==> src/rtl/map_move_scheduler.sv <==
// Move pulse sequencer for the map generator: periodic move_map, alternating
// obstacle/objective requests with an acknowledge window and retry on miss.
module map_move_scheduler #(
    parameter int unsigned MOVE_PERIOD = 500,
    parameter int unsigned GEN_EVERY   = 4,
    parameter int unsigned ACK_WAIT    = 2,
    parameter int unsigned CNT_W       = 16
) (
    input  logic             clock_i,
    input  logic             reset_i,
    input  logic             enable_i,
    input  logic [1:0]       speed_level_i,
    input  logic             obstacle_generated_i,
    input  logic             objective_generated_i,
    output logic             move_map_o,
    output logic             sel_obstacle_o,
    output logic             sel_objective_o,
    output logic [CNT_W-1:0] move_count_o,
    output logic             gen_miss_o
);

    localparam int unsigned WAIT_W = (ACK_WAIT > 1) ? $clog2(ACK_WAIT + 1) : 1;

    localparam logic [1:0] S_IDLE = 2'd0;
    localparam logic [1:0] S_RUN  = 2'd1;
    localparam logic [1:0] S_ACK  = 2'd2;

    logic [1:0]        state_q, state_d;
    logic [CNT_W-1:0]  period_cnt_q, period_cnt_d;
    logic [CNT_W-1:0]  period_q, period_d;
    logic [CNT_W-1:0]  move_count_q, move_count_d;
    logic [WAIT_W-1:0] wait_q, wait_d;
    logic              move_map_q, move_map_d;
    logic              sel_obs_q, sel_obs_d;
    logic              sel_obj_q, sel_obj_d;
    logic              gen_miss_q, gen_miss_d;
    logic              alt_q, alt_d;      // 0: next request is obstacle
    logic              retry_q, retry_d;

    logic [CNT_W-1:0]  scaled_c, min_period_c, period_c, count_inc_c;
    logic              last_c, gen_due_c, matched_c;

    // Effective period, clamped so the ack window always fits inside it
    always_comb begin
        scaled_c     = CNT_W'(MOVE_PERIOD) >> speed_level_i;
        min_period_c = CNT_W'(ACK_WAIT + 2);
        period_c     = (scaled_c < min_period_c) ? min_period_c : scaled_c;
        count_inc_c  = move_count_q + CNT_W'(1);
        last_c       = (period_cnt_q == (period_q - CNT_W'(1)));
        gen_due_c    = retry_q || ((count_inc_c % CNT_W'(GEN_EVERY)) == '0);
        matched_c    = (sel_obs_q && obstacle_generated_i) ||
                       (sel_obj_q && objective_generated_i);
    end

    always_comb begin
        state_d      = state_q;
        period_cnt_d = period_cnt_q + CNT_W'(1);
        period_d     = period_q;
        move_count_d = move_count_q;
        wait_d       = wait_q;
        move_map_d   = 1'b0;
        sel_obs_d    = sel_obs_q;
        sel_obj_d    = sel_obj_q;
        gen_miss_d   = 1'b0;
        alt_d        = alt_q;
        retry_d      = retry_q;

        case (state_q)
            S_IDLE: begin
                period_cnt_d = '0;
                sel_obs_d    = 1'b0;
                sel_obj_d    = 1'b0;
                if (enable_i) begin
                    state_d  = S_RUN;
                    period_d = period_c;
                end
            end
            S_RUN: begin
                if (last_c) begin
                    move_map_d   = 1'b1;
                    period_cnt_d = '0;
                    period_d     = period_c;
                    move_count_d = count_inc_c;
                    if (gen_due_c) begin
                        sel_obs_d = ~alt_q;
                        sel_obj_d = alt_q;
                        wait_d    = WAIT_W'(1);
                        state_d   = S_ACK;
                    end
                end
            end
            S_ACK: begin
                if (matched_c) begin
                    sel_obs_d = 1'b0;
                    sel_obj_d = 1'b0;
                    alt_d     = ~alt_q;
                    retry_d   = 1'b0;
                    state_d   = S_RUN;
                end else if (wait_q == WAIT_W'(ACK_WAIT)) begin
                    gen_miss_d = 1'b1;
                    sel_obs_d  = 1'b0;
                    sel_obj_d  = 1'b0;
                    retry_d    = 1'b1;
                    state_d    = S_RUN;
                end else begin
                    wait_d = wait_q + WAIT_W'(1);
                end
            end
            default: state_d = S_IDLE;
        endcase

        // Halting keeps count/alternation; an interrupted request becomes a retry
        if (!enable_i) begin
            state_d      = S_IDLE;
            period_cnt_d = '0;
            period_d     = period_q;
            move_count_d = move_count_q;
            move_map_d   = 1'b0;
            sel_obs_d    = 1'b0;
            sel_obj_d    = 1'b0;
            gen_miss_d   = 1'b0;
            alt_d        = alt_q;
            retry_d      = (state_q == S_ACK) ? 1'b1 : retry_q;
        end
    end

    always_ff @(posedge clock_i) begin
        if (reset_i) begin
            state_q      <= S_IDLE;
            period_cnt_q <= '0;
            period_q     <= '0;
            move_count_q <= '0;
            wait_q       <= '0;
            move_map_q   <= 1'b0;
            sel_obs_q    <= 1'b0;
            sel_obj_q    <= 1'b0;
            gen_miss_q   <= 1'b0;
            alt_q        <= 1'b0;
            retry_q      <= 1'b0;
        end else begin
            state_q      <= state_d;
            period_cnt_q <= period_cnt_d;
            period_q     <= period_d;
            move_count_q <= move_count_d;
            wait_q       <= wait_d;
            move_map_q   <= move_map_d;
            sel_obs_q    <= sel_obs_d;
            sel_obj_q    <= sel_obj_d;
            gen_miss_q   <= gen_miss_d;
            alt_q        <= alt_d;
            retry_q      <= retry_d;
        end
    end

    assign move_map_o      = move_map_q;
    assign sel_obstacle_o  = sel_obs_q;
    assign sel_objective_o = sel_obj_q;
    assign move_count_o    = move_count_q;
    assign gen_miss_o      = gen_miss_q;

endmodule

==> config.mk <==
export PLATFORM = sky130hd
export DESIGN_NAME = map_move_scheduler
export DESIGN_NICKNAME = d
export VERILOG_FILES = /design/src/rtl/map_move_scheduler.sv
export SDC_FILE = /design/constraint.sdc
export NUM_CORES = 1
export LEC_CHECK = 0
export ABC_AREA = 1
export BUFFER_PORTS_ARGS = -buffer_cell sky130_fd_sc_hd__buf_2
export CAP_MARGIN = 20
export CORE_MARGIN = 2
export CORE_UTILIZATION = 54
export CTS_CLUSTER_SIZE = 20
export DETAILED_ROUTE_END_ITERATION = 6
export GPL_TIMING_DRIVEN = 0
export PLACE_DENSITY = 0.8
export SLEW_MARGIN = 20
export SYNTH_ARGS = -nofsm -noshare
export SYNTH_HDL_FRONTEND = slang
export SYNTH_SLANG_ARGS = --single-unit
==> constraint.sdc <==
create_clock -name clock_i -period 2 [get_ports clock_i]
set_clock_uncertainty 0.1 [all_clocks]
set_input_delay 0.2 -clock clock_i [delete_from_list [all_inputs] [get_ports clock_i]]
set_output_delay 0.2 -clock clock_i [all_outputs]
set_load 0.01 [all_outputs]
# == Word level (Yosys, flattened, before mapping) ==
# Cells that the tools add are included.
# op_classes
n_addsub,4
multipliers,0
div_mod_pow,0
magnitude_cmp,1
n_eq_ne,10
shifts,1
mux,30
n_bitwise,4
reduce_logical,19
# op_table
operator,count
one-hot mux 16 bit (2 select lines),2
2-to-1 mux 16 bit,3
adder 16 x 1 -> 16 bit (second input constant),2
equality test 16 bit,1
logical NOT 16 bit,1
< comparator 16 x 3 -> 1 bit (second input constant),1
2-to-1 mux 2 bit,8
>> shifter 9 x 2 -> 16 bit (first input constant),1
subtractor 16 x 1 -> 16 bit (second input constant),1
2-to-1 mux 1 bit,13
AND reduction 3 bit,4
inequality test 2 bit (second input constant),4
one-hot mux 1 bit (3 select lines),2
one-hot mux 2 bit (3 select lines),1
AND reduction 5 bit,1
equality test 2 bit (second input constant),2
inverter 1 bit,4
one-hot mux 2 bit (2 select lines),1
AND reduction 4 bit,1
nonzero test 2 bit,2
OR reduction 4 bit,1
inequality test 3 x 1 -> 1 bit (second input constant),1
inequality test 3 bit (second input constant),1
nonzero test 3 bit,1
other kinds (8),10
# word_totals
register_bits,58
latch_bits,0
ramBits,0
mem_bits_ro,0
in_bits,7
output_inout_bits,20
mem_count,0

# == Depth between registers and ports, before layout ==
# Gate-level depths: netlist of run 1.
# logic_depth
depth_word,6
ltp_mapped,18
depth_no_buf,18

# == Worst setup path after synthesis of run 1 ==
# OpenSTA, ideal clock, no wires.
# synth_timing
kind,reg2reg
startpoint,register period_q[0]
endpoint,register period_cnt_q[13]
setup_ns,0.114
arrival_ns,1.867
t_required_ns,1.786
slack_ns,-0.081
stages_incl_launch_ff,19
n_path_buf,1
synth_period_minus_slack_ns,2.081
cell_sequence,dfxtp_1 > inv_1 > ha_1 > inv_1 > nor2_1 > nand2_1 > nand2_1 > nand2_1 > nand2_2 > nand2_1 > nor2_1 > nand2_1 > nor2_2 > nand2_2 > nand2_4 > nand2_2 > nand2_4 > buf_6 > nor2_1
# synth_via
elab_chain_cells,4
# synth_lines
item,line_no,rtl
start: declaration,30,"logic [CNT_W-1:0] period_q, period_d;"
start signal: assignment,143,period_q <= period_d;
subtractor 16 x 1 -> 16 bit,49,last_c = (period_cnt_q == (period_q - CNT_W'(1)));
equality test 16 bit,49,
2-to-1 mux 16 bit,79,if (last_c) begin
one-hot mux 16 bit (2 select lines),68,case (state_q)
end signal: assignment,142,period_cnt_q <= period_cnt_d;
end: declaration,29,"logic [CNT_W-1:0] period_cnt_q, period_cnt_d;"
# Every way passes these cells.
# A chain may end at the register's enable or synchronous reset.

# == Worst setup path after layout of run 1 ==
# layout_timing
startpoint,register period_q[1]
endpoint,register move_count_q[7] (netlist: move_count_o[7])
# layout_via
elab_chain_cells,3
# layout_lines
item,line_no,rtl
subtractor 16 x 1 -> 16 bit,49,
equality test 16 bit,49,
AND reduction 3 bit (no source line),n/a,
end signal: assignment,144,move_count_q <= move_count_d;
end: declaration,31,"logic [CNT_W-1:0] move_count_q, move_count_d;"
# Every way passes these cells.

==> results.json, run 1 <==
{
  "leakagePower_uw": 0.00163,
  "hold_viol_final": 0,
  "critPathCaptureType": "flip-flop",
  "start_util_pct": 56.0,
  "cts_root_buffer": "clkbuf_8",
  "violations": "negative setup slack",
  "cp_max_fo": 6,
  "io_buffers": 26,
  "hpwlAfterDp_um": 5580,
  "yosysUniqueCellTypes": 31,
  "std_cell_rows": 27,
  "yosysTopAreaCell": "dfxtp_1",
  "ys_warn_count": 0,
  "yosys-top-cells-area": "dfxtp_1 (32%), nand2_1 (15%), nor2_1 (9.0%)",
  "async_reset_ff_share_pct": 0,
  "drive_gt1_share_pct": 23.8,
  "core_mm2": 0.00554,
  "dieArea_mm2": 0.00637,
  "diodes": 0,
  "cp_data_required_time_ns": 2.11,
  "final_area_mm2": 0.00390,
  "status": "finished with violations",
  "antenna_found_initial": 0,
  "num_vias": 3388,
  "cap_violations": 0,
  "via_per_inst": 5.47,
  "path_class": "flip-flop to flip-flop",
  "grt_overflow": 0,
  "synth_edf_count": 0,
  "hold_slack_ns": 0.0287,
  "crit_family": "simple AND/OR/NAND/NOR gates",
  "slew_violations": 0,
  "fp.dieW_um": 79.8,
  "yosysTopAreaCellShare_pct": 32.3,
  "drtPass1Iterations": 5,
  "place_area_mm2": 0.00333,
  "drtIter0Drc": 309,
  "fin_ws_ns": -0.286,
  "setup_viol": 46,
  "ios": 27,
  "fill_cells": 458,
  "synth-main-ff-cell": "dfxtp_1",
  "min_period_ns": 2.29,
  "path_cells": "inv_4 > ha_4 > inv_4 > nor2_4 > nand2_2 > nand2_2 > nand2_2 > nand2_2 > nand2_1 > nor2_1 > nand3_1 > nor2_4 > nand2_4 > nor3_1 > nor2_1",
  "hold_class": "input pin to flip-flop",
  "max_clock_freq_ghz": 0.437,
  "post-route-drc-count": 0,
  "finalNetCount": 557,
  "syn-instance-count": 492,
  "ys_ff_latch": 50,
  "cts.sinks": 50,
  "tightest_slew_ns": 0.653,
  "seqCellArea_mm2": 0.00101,
  "die_y_um": 79.8,
  "clockBufferDepth": 2,
  "hold_buffers": 0,
  "p_per_area_mw_per_mm2": 591,
  "wl_per_cell_um": 13.9,
  "synth_nets": 503,
  "clk_pin_slew_ns": 0.10,
  "grt_pass1_wl_um": 13700,
  "grt_pass1_vias": 3161,
  "post-route-period-util_pct": 114,
  "rsz0062_at_grt": "yes",
  "final_antenna_net_count": 0,
  "pre_cts_slack_ns": -0.345,
  "area_growth_pct": 25.6,
  "crit_slowest_cell": "dfxtp_4",
  "cpMostUsedCell": "nand2_2",
  "post_synth.cell_area_avg_um2": 6.31,
  "synth_seq_area_share_pct": 32.3,
  "worst_ep_arrival_time_ns": 2.39,
  "multi_input_area_mm2": 0.00204,
  "worst_path_largest_cell_delay_ns": 0.38,
  "worst-path-buf-inv": 2,
  "cts_buffers": 5,
  "cts_tree": "yes",
  "clkLatencyLatePin_ns": 0.31,
  "track_usage_pct": 26.9,
  "gp_congestion": 0.895,
  "relSlewSlack_pct": 56.3,
  "wl_um": 8600,
  "syn_area_mm2": 0.00310,
  "grt_max_degree": 16,
  "synth_common_cells": "nand2_1 (127), nor2_1 (74), inv_1 (66)",
  "h-tree-depth": 2,
  "worstSetupStartpointType": "flip-flop",
  "p_total_uw": 2300,
  "peakVddDrop_uv": 364,
  "synth_most_common_cell": "nand2_1"
}
[state kept, by name (all words and copies together) (netlist names), 2 cells and up]
name	flops
period_cnt_q	16
period_q	8
wait_q	2
state_q	2
move_count_o	16
[what timing repair did]
action / in CTS / in global routing
pin swaps: 23 / 26
gates cloned: 2 / 0
endpoints found under the setup margin: 47 / 47
gates resized for setup: 39 / 48
endpoints found under the hold margin: 0 / 0
setup buffers: 15 / 6
[final timing paths]
kind / from / end / slack, ns / cells after the start
setup / recovery: period_q[1] / move_count_o[7] / -0.29 / 15
hold / removal: reset_i / period_q[5] / 0.03 / 2
setup reg to reg: period_q[1] / move_count_o[7] / -0.29 / 15
hold reg to reg: sel_obstacle_o / sel_obstacle_o / 0.38 / 2
[layout by cell type, fill, tap and decap left out, types with 2 or more instances in the layout]
master      count
a21oi_1        18
a21oi_2         3
a31oi_1         2
buf_2          26
buf_4          11
buf_6           8
buf_8           2
clkbuf_1        6
clkbuf_8        5
clkinvlp_4      2
dfxtp_1        45
dfxtp_2         4
ha_1            3
inv_1          63
inv_4           3
nand2_1       114
nand2_2        14
nand2_4         6
nand3_1        38
nand3_2         6
nand3_4         3
nand3b_1        3
nand4_1        20
nor2_1         59
nor2_2         11
nor2_4         12
nor3_1         11
nor3_2          4
nor3b_2         2
nor4_1          3
o21ai_0         9
o21ai_1         5
xnor2_1         4
xor2_1         10
[area by class of cell]
cell class | count | share of cell area (%)
multi-input cells | 367 | 52.3
flip-flops and latches | 50 | 25.9
repair buffers | 46 | 8.38
inverters | 67 | 6.84
well taps | 72 | 2.31
clock buffers | 6 | 1.86
plain buffers | 8 | 1.28
clock inverters | 2 | 0.963
repair inverters | 1 | 0.193
[where the power goes]
group,internal [uW],total (uW),leakage [uW],switching (uW)
sequential,1010,1040,0.000407,24.1
clock,374,730,0.0000514,357
combinational,187,534,0.00117,347
total,1570,2300,0.00163,728
[cells by family after synthesis]
group                    Yosys count  synth area share (%)
buffers and inverters             75                  9.56
AO/OA/AOI/OAI                     40                  6.86
XOR/XNOR                          15                  4.23
flip-flops                        50                  32.3
AND/OR/NAND/NOR                  308                  45.5
adder cells (fa/ha/maj)            4                  1.61
[stage by stage]
stage	std cells	utilization [%]	setup TNS, ns
after floorplan	492	-	0
after CTS	615	67.5	-6.76
after global routing	619	70.3	-13.96
after global placement	590	60.1	-8.90
final	619	70.3	-8.11
after detailed placement	590	60.1	-11.01
[metal layers]
layer / track usage [%] / routed length, um / vias up
met4: 11.4 / 257 / 0
met1: 32.6 / 3630 / 1545
met3: 4.52 / 508 / 25
met5: 0 / 0 / -
li1: - / - / 1687
met2: 46.8 / 4200 / 131
(Power assumes the default switching activity.)
==> inputs of run 2 (changes only) <==
SETUP_SLACK_MARGIN = 0.2   (was not set)
==> results.json, run 2 (synthesis gave the netlist of run 1 again) <==
{
  "status": "finished with violations",
  "violations": "negative setup slack",
  "area_growth_pct": 25.6,
  "rsz0062_at_grt": "yes",
  "final_area_mm2": 0.00390,
  "cts_buffers": 5,
  "ios": 27,
  "track_usage_pct": 25.8,
  "via_per_inst": 5.49,
  "cts_root_buffer": "clkbuf_8",
  "num_vias": 3375,
  "start_util_pct": 56.0,
  "grt_pass1_wl_um": 13300,
  "cts.sinks": 50,
  "fin_ws_ns": -0.232,
  "worst_ep_arrival_time_ns": 2.38,
  "timing.rr.start": "period_q[1]",
  "cts_tree": "yes",
  "path_class": "flip-flop to flip-flop",
  "cp_data_required_time_ns": 2.15,
  "grt_pass1_vias": 3125,
  "h-tree-depth": 2,
  "placed_cells": 590,
  "reg2regPathDepth": 17,
  "tightest_slew_ns": 0.601,
  "clockBufferDepth": 2,
  "cp_max_fo": 5,
  "clk_pin_slew_ns": 0.10,
  "diodes": 0,
  "combPwrFrac_pct": 25.1,
  "wl_per_cell_um": 13.7,
  "gp_congestion": 0.895,
  "drive_gt1_share_pct": 25.6,
  "grt_overflow": 0,
  "dieArea_mm2": 0.00637,
  "reg2reg_slack_ns": -0.23,
  "drtPass1Iterations": 5,
  "final_common_cell": "nand2_1",
  "peakVddDrop_uv": 333,
  "cap_violations": 0,
  "hold_slack_ns": 0.0373,
  "hold_class": "input pin to flip-flop",
  "critPathCaptureType": "flip-flop",
  "hold_viol_final": 0,
  "grt_max_degree": 16,
  "p_per_area_mw_per_mm2": 562,
  "p_clk_share_pct": 27.5,
  "instances_no_fill": 615,
  "slew_violations": 0,
  "hpwlAfterDp_um": 5710,
  "postLayoutCoreUtil_pct": 70.3,
  "max_clock_freq_ghz": 0.448,
  "leakagePower_uw": 0.00162,
  "post-route-drc-count": 0,
  "switching_share_pct": 33.5,
  "min_period_ns": 2.23,
  "fp.dieW_um": 79.8,
  "r2r-end": "move_count_o[9]",
  "core_mm2": 0.00554,
  "cp-endpoint": "move_count_o[9]",
  "fill_cells": 466,
  "setup_viol": 47,
  "io_buffers": 26,
  "relSlewSlack_pct": 59.9,
  "clkLatencyLatePin_ns": 0.31,
  "final_antenna_net_count": 0,
  "drtIter0Drc": 246,
  "std_cell_rows": 27,
  "power_frac_seq_pct": 47.5,
  "critPathLaunch": "period_q[1]",
  "die_y_um": 79.8,
  "final_cell_mix": "nand2_1 (110), inv_1 (63), nor2_1 (58)",
  "p_total_uw": 2190,
  "wl_um": 8410,
  "p_int_uw": 1460,
  "switchingPower_uw": 734,
  "antenna_found_initial": 0,
  "hold_buffers": 0,
  "worstSetupStartpointType": "flip-flop",
  "post-route-period-util_pct": 112,
  "finalNetCount": 553,
  "place_area_mm2": 0.00336
}
run 2: worst min path at each step:
stage / start / end / slack [ns] / cells after the start
2_1_floorplan: reset_i / period_q[1] / 0.17 / 1
6_report: reset_i / period_q[3] / 0.04 / 2
3_3_place_gp: reset_i / period_q[3] / 0.34 / 2
5_1_grt: reset_i / period_q[3] / 0.04 / 2
4_1_cts: reset_i / period_q[3] / 0.02 / 2
3_5_place_dp: reset_i / period_q[3] / 0.35 / 2
run 2: worst max-delay path, stage by stage (launching register included):
cell,delay [ns]
dfxtp_4,0.37
inv_2,0.06
ha_4,0.16
nand3_2,0.14
nand2_2,0.11
nand2_1,0.07
nand2_1,0.11
nand2_1,0.08
nor2_2,0.12
nand2_1,0.07
nor2_2,0.15
nand2_4,0.10
buf_4,0.15
clkinv_4,0.06
nand3_2,0.08
nand2_1,0.10
inv_1,0.04
nor2_1,0.09
run 2: power by group through the flow:
stage / Sequential [uW] / Combinational, uW / Clock, uW
6_report: 1040 / 549 / 602
5_1_grt: 1040 / 605 / 658
4_1_cts: 1030 / 468 / 607
3_5_place_dp: 1050 / 417 / 0
3_3_place_gp: 1050 / 409 / 0
2_1_floorplan: 1050 / 330 / 0
run 2: routing by layer:
layer	global-route usage, %	wire length, um
met1	32.4	3640
met5	0	0
met4	8.98	154
met2	45.2	4170
met3	3.51	446
run 2: area by class of cell:
type / count / area [um^2] / share of cell area (%)
clock inverters: 2 / 13.8 / 0.353
clock buffers: 6 / 72.6 / 1.86
repair buffers: 42 / 269 / 6.90
plain buffers: 8 / 45.0 / 1.16
inverters: 67 / 262 / 6.71
well taps: 72 / 90.1 / 2.31
flip-flops and latches: 50 / 1010 / 25.9
multi-input cells: 367 / 2130 / 54.7
repair inverters: 1 / 6.26 / 0.161
run 2: stage by stage:
step	TNS [ns]	worst slack [ns]
final	-7.76	-0.232
after global routing	-14.49	-0.395
after CTS	-4.35	-0.154
after detailed placement	-8.19	-0.283
after global placement	-6.39	-0.246
after floorplan	0	0.0840
run 2: timing repair:
action | CTS | global route
pin swaps | 13 | 32
buffers inserted | 7 | 8
resized for setup | 33 | 55
cloned | 1 | 1
setup endpoints to repair | 47 | 47
